## src/rtl/multiplicador_pkg.sv

```systemverilog
// Shared types and constants for the sequential mantissa multiplier.
package multiplicador_pkg;

  typedef enum logic [1:0] {
    IDLE = 2'd0,
    CALC = 2'd1,
    NORM = 2'd2,
    DONE = 2'd3
  } state_t;

  localparam int unsigned ROUND_TRUNC = 0;
  localparam int unsigned ROUND_RNE   = 1;

  // Legal shift-add step: 1, 2 or 4 bits, and it must divide the operand width.
  function automatic bit step_ok(input int unsigned step, input int unsigned width);
    return ((step == 1) || (step == 2) || (step == 4)) && ((width % step) == 0);
  endfunction

endpackage

```

## src/rtl/multiplicador_redondeo.sv

```systemverilog
// Combinational normalise + round of the full 2*WIDTH product to OUT_W bits.
module multiplicador_redondeo
  import multiplicador_pkg::*;
#(
  parameter int unsigned WIDTH = 24,
  parameter int unsigned OUT_W = 32,
  parameter int unsigned ROUND = ROUND_RNE
) (
  input  logic [2*WIDTH-1:0] p,
  output logic [OUT_W-1:0]   r,
  output logic               norm,
  output logic               zero
);

  localparam int unsigned PW = 2 * WIDTH;
  // Guard bit position inside {q, 1'b0}; everything below it is sticky.
  localparam int unsigned GI = PW - OUT_W;

  logic [PW-1:0]  q;
  logic [PW:0]    q_ext;
  logic [OUT_W-1:0] r_trunc;
  logic           guard;
  logic           sticky;
  logic           inc;
  logic [OUT_W:0] sum;

  // Align the leading one to the top, pick R/guard/sticky and apply RNE.
  always_comb begin
    q       = p[PW-1] ? p : (p << 1);
    q_ext   = {q, 1'b0};
    r_trunc = q[PW-1 -: OUT_W];
    guard   = q_ext[GI];
    sticky  = |q_ext[GI-1:0];
    inc     = (ROUND == ROUND_RNE) && guard && (sticky || r_trunc[0]);
    sum     = {1'b0, r_trunc} + (OUT_W+1)'(inc);
    zero    = (p == '0);
    norm    = p[PW-1] | sum[OUT_W];
    r       = sum[OUT_W] ? {1'b1, {(OUT_W-1){1'b0}}} : sum[OUT_W-1:0];
    if (zero) begin
      norm = 1'b0;
      r    = '0;
    end
  end

endmodule

```

## src/rtl/multiplicador_seq.sv

```systemverilog
// Sequential shift-add unsigned mantissa multiplier with valid/ready on both sides.
module multiplicador_seq
  import multiplicador_pkg::*;
#(
  parameter int unsigned WIDTH = 24,
  parameter int unsigned OUT_W = 32,
  parameter int unsigned STEP  = 1,
  parameter int unsigned ROUND = ROUND_RNE
) (
  input  logic             clk,
  input  logic             rst,
  input  logic             in_valid,
  output logic             in_ready,
  input  logic [WIDTH-1:0] in1,
  input  logic [WIDTH-1:0] in2,
  output logic             out_valid,
  input  logic             out_ready,
  output logic [OUT_W-1:0] out,
  output logic             norm,
  output logic             zero
);

  localparam int unsigned PW    = 2 * WIDTH;
  localparam int unsigned ITER  = WIDTH / STEP;
  localparam int unsigned CNT_W = $clog2(ITER + 1);

  // Reject illegal parameterisations at elaboration.
  if (!step_ok(STEP, WIDTH)) begin : g_bad_step
    $error("multiplicador_seq: STEP must be 1, 2 or 4 and divide WIDTH");
  end
  if ((OUT_W < 2) || (OUT_W > PW - 1)) begin : g_bad_out_w
    $error("multiplicador_seq: OUT_W must lie in [2, 2*WIDTH-1]");
  end

  state_t           state;
  state_t           state_n;
  logic [CNT_W-1:0] cnt;
  logic [PW-1:0]    acc;
  logic [PW-1:0]    mcand;
  logic [WIDTH-1:0] mplier;
  logic [PW-1:0]    pp;
  logic             calc_last;
  logic [OUT_W-1:0] r_c;
  logic             norm_c;
  logic             zero_c;

  // Partial product for the STEP multiplier bits retired this cycle.
  always_comb begin
    pp        = mcand * PW'(mplier[STEP-1:0]);
    calc_last = (cnt == CNT_W'(ITER - 1));
  end

  // Next-state logic.
  always_comb begin
    state_n = state;
    unique case (state)
      IDLE:    if (in_valid) state_n = CALC;
      CALC:    if (calc_last) state_n = NORM;
      NORM:    state_n = DONE;
      DONE:    if (out_ready) state_n = IDLE;
      default: state_n = IDLE;
    endcase
  end

  // State register with handshake flags registered from the next state.
  always_ff @(posedge clk or posedge rst) begin
    if (rst) begin
      state     <= IDLE;
      in_ready  <= 1'b1;
      out_valid <= 1'b0;
    end else begin
      state     <= state_n;
      in_ready  <= (state_n == IDLE);
      out_valid <= (state_n == DONE);
    end
  end

  // Operand capture and shift-add accumulation.
  always_ff @(posedge clk or posedge rst) begin
    if (rst) begin
      cnt    <= '0;
      acc    <= '0;
      mcand  <= '0;
      mplier <= '0;
    end else begin
      unique case (state)
        IDLE: begin
          if (in_valid) begin
            mcand  <= PW'(in1);
            mplier <= in2;
            acc    <= '0;
            cnt    <= '0;
          end
        end
        CALC: begin
          acc    <= acc + pp;
          mcand  <= mcand << STEP;
          mplier <= mplier >> STEP;
          cnt    <= cnt + CNT_W'(1);
        end
        default: ;
      endcase
    end
  end

  multiplicador_redondeo #(
    .WIDTH (WIDTH),
    .OUT_W (OUT_W),
    .ROUND (ROUND)
  ) u_redondeo (
    .p    (acc),
    .r    (r_c),
    .norm (norm_c),
    .zero (zero_c)
  );

  // Result registers, loaded once in NORM and held through DONE.
  always_ff @(posedge clk or posedge rst) begin
    if (rst) begin
      out  <= '0;
      norm <= 1'b0;
      zero <= 1'b0;
    end else if (state == NORM) begin
      out  <= r_c;
      norm <= norm_c;
      zero <= zero_c;
    end
  end

endmodule

```

## config.mk

```make
export PLATFORM = sky130hd
export DESIGN_NAME = multiplicador_seq
export DESIGN_NICKNAME = d
export VERILOG_FILES = /design/src/rtl/multiplicador_pkg.sv /design/src/rtl/multiplicador_redondeo.sv /design/src/rtl/multiplicador_seq.sv
export SDC_FILE = /design/constraint.sdc
export NUM_CORES = 1
export LEC_CHECK = 0
export BUFFER_PORTS_ARGS = -buffer_cell sky130_fd_sc_hd__buf_2
export CORE_MARGIN = 8
export CORE_UTILIZATION = 61
export DETAILED_ROUTE_END_ITERATION = 6
export PLACE_DENSITY = 0.81
export SLEW_MARGIN = 5
export SYNTH_ARGS = -nofsm -noshare
export SYNTH_HDL_FRONTEND = slang
export SYNTH_HIERARCHICAL = 1
export SYNTH_SLANG_ARGS = --single-unit
```

## constraint.sdc

```tcl
create_clock -name clk -period 5.5 [get_ports clk]
set_input_delay 0.275 -clock clk [delete_from_list [all_inputs] [get_ports clk]]
set_output_delay 0.275 -clock clk [all_outputs]
set_load 0.03 [all_outputs]
```

==> flow_summary.json <==
{
  "status": "finished clean",
  "cp_data_arrival_time_ns": 4.30,
  "cp-end-kind": "register",
  "synth_area_leader_cell": "dfrtp_1",
  "drtAntennaViolNets": 0,
  "ioPinCount": 88,
  "synth.distinct_cells": 83,
  "grt_pass1_wl_mm": 46.2,
  "crit_type": "reg2reg",
  "hold_buffers": 0,
  "fin_setup_tns_ns": 0,
  "pre_cts_ws_ns": 1.59,
  "crit_fanout": 34,
  "finalSetupViolCount": 0,
  "h-tree-depth": 4,
  "core_mm2": 0.0180,
  "vias_per_cell": 6.29,
  "synth_edf_count": 0,
  "portBuffers": 87,
  "finalHoldViolCount": 0,
  "die_width_um": 152,
  "tightest_slew_ns": 1.18,
  "max_stage_delay_ns": 0.89,
  "peakVddDrop_uv": 370,
  "cts_sinks": 163,
  "fin_hold_ws_ns": 0.0902,
  "start_util_pct": 62.4,
  "drcViolationCount": 0,
  "dp_hpwl_mm": 19.1,
  "vias": 9688,
  "power_density_mw_per_mm2": 523,
  "synth_seq_cells": 163,
  "power_w": 0.00645,
  "cts_max_path_buffers": 2,
  "seq_area_mm2": 0.00408,
  "max_freq_mhz": 251,
  "yosysTopAreaCellShare_pct": 36.2,
  "synth_nets": 1365,
  "cts_setup_buffers": 0,
  "synthTopCellsByArea": "dfrtp_1 36%, ha_1 5.5%, nand2_1 4.8%, o21ai_0 4.7%, and2_1 4.5%",
  "startpoint_type": "register",
  "min_path_type": "in2async",
  "rsz0062_at_grt": "no",
  "cap_violations": 0,
  "cts_tree": "yes",
  "worstSkewPairLatency_ns": 0.43,
  "worst_slack_ns": 1.51,
  "wire_per_inst_um": 18.0,
  "path_buf_inv": 1,
  "path_common_cell": "a211o_1",
  "ys_seq_area_share_pct": 36.4,
  "syn_inst": 1263,
  "syn_area_mm2": 0.0112,
  "cp.required_ns": 5.82,
  "crit_family": "compound AO/OA/AOI/OAI gates",
  "slowest_stage": "dfrtp_1",
  "grt.overflow.total": 0,
  "slew_headroom_pct": 20.9,
  "synthFlopType": "dfrtp_1",
  "dr.pass1.iters": 5,
  "drive_gt1_share_pct": 15.0,
  "die_area_mm2": 0.0230,
  "drtIter0Drc": 744,
  "root_buffer": "clkbuf_16",
  "final_cell_mix": "161 x dfrtp_1, 142 x nand2_1, 106 x o21ai_0",
  "multi_input_area_mm2": 0.00670,
  "wl_mm": 27.7,
  "power_leakage_nw": 5.64,
  "num-fill-cells": 1424,
  "maxSlewViolCount": 0,
  "layout_min_cycle_time_ns": 3.99,
  "area_growth_pct": 10.1,
  "numCtsBuffers": 17,
  "die_height_um": 152,
  "layout.nets": 1399,
  "antenna_found_initial": 0,
  "grt_usage_pct": 24.6,
  "path_clk_slew_ns": 0.07,
  "timing.final.crit_share_pct": 72.5,
  "synth_area_per_cell_um2": 8.87,
  "worstPathCellList": "buf_4 -> and2_1 -> ha_1 -> nand2_1 -> nor2_1 -> nand4_1 -> a211o_1 -> a211o_1 -> a2111o_1 -> a211oi_2 -> o31ai_1 -> a32o_1",
  "async_flop_share_pct": 100,
  "grt_pass1_vias": 9350,
  "cts-resized-gates": 0,
  "grt_max_degree": 116,
  "yosysWarnings": 6,
  "final_common_cell": "dfrtp_1",
  "rows": 49,
  "place_congestion": 0.928,
  "final.setup_skew_ns": 0.0107
}
## cell families after synthesis
kind of cell,after synthesis,share of synthesized area [%]
flip-flops,163,36.4
AO/OA/AOI/OAI,379,22.1
multiplexers,65,6.25
AND/OR/NAND/NOR,438,20.6
XOR/XNOR,65,5.08
buffers and inverters,103,3.88
adder cells (fa/ha/maj),50,5.65
## power breakdown
part / total (W) / internal (W) / switching [W]
Sequential: 0.00229 / 0.00168 / 0.000614
Combinational: 0.00283 / 0.00115 / 0.00168
Clock: 0.00133 / 0.000832 / 0.000497
## cell type report
| type | count | share of cell area, % |
|---|---|---|
| Antenna cell | 1 | 0.0203 |
| Clock buffer | 20 | 3.70 |
| Clock inverter | 12 | 1.63 |
| Inverter | 19 | 0.619 |
| Multi-Input combinational cell | 997 | 54.3 |
| Sequential cell | 163 | 33.1 |
| Tap cell | 229 | 2.32 |
| Timing Repair Buffer | 99 | 4.26 |
## flip-flops by register name, indices dropped and copies added, names as in the netlist
| register | count |
|---|---|
| acc | 48 |
| mcand | 48 |
| out | 32 |
| mplier | 24 |
| cnt | 5 |
| state | 2 |
| in_ready | 1 |
| norm | 1 |
| out_valid | 1 |
| zero | 1 |
## cell usage after synthesis, types with 4 or more instances
master,instances
o31a_1,4
a22oi_1,15
and2_1,81
mux2_2,40
nor2b_1,20
or2_2,5
a21boi_0,11
clkbuf_1,66
a32o_1,5
and4_1,5
o21ai_1,4
o21ai_0,106
nand2_1,142
buf_2,7
and3_1,11
nand4_1,19
xnor2_1,33
inv_1,18
o31ai_1,9
o21bai_1,10
a21o_1,25
nand3_1,34
buf_1,6
mux2i_1,25
or3_1,5
a31oi_1,42
a22o_1,31
a211oi_1,5
nand2b_1,6
o21a_1,9
a21oi_1,73
nor4_1,17
xor2_1,32
dfrtp_1,162
nor2_1,49
ha_1,49
nor3_1,16
## path summary, 6_finish.rpt
path	start	endpoint	slack, ns	cells after the start
max	mplier[0]	acc[45]	1.51	12
min	rst	out[1]	0.09	2
max reg2reg	mplier[0]	acc[45]	1.51	12
min reg2reg	mplier[19]	mplier[19]	0.48	2
max in group asynchronous	rst	acc[6]	4.16	3
min in group clk	in1[0]	mcand[0]	0.11	2
## metrics by stage
stage               utilization, %  std cells  area [um2]
floorplan                        -       1263       11200
global placement              65.0       1507       11700
CTS                           68.6       1539       12300
finish                        68.6       1540       12300
global route                  68.6       1539       12300
detailed placement            65.0       1507       11700
## per-layer routing
layer / global-route usage [%] / share of wire (%)
met1: 34.0 / 47
met2: 38.7 / 45
met5: 0 / 0
met4: 7.94 / 1.9
met3: 4.10 / 5.5
Note: power is estimated with default switching activity, not from simulation.
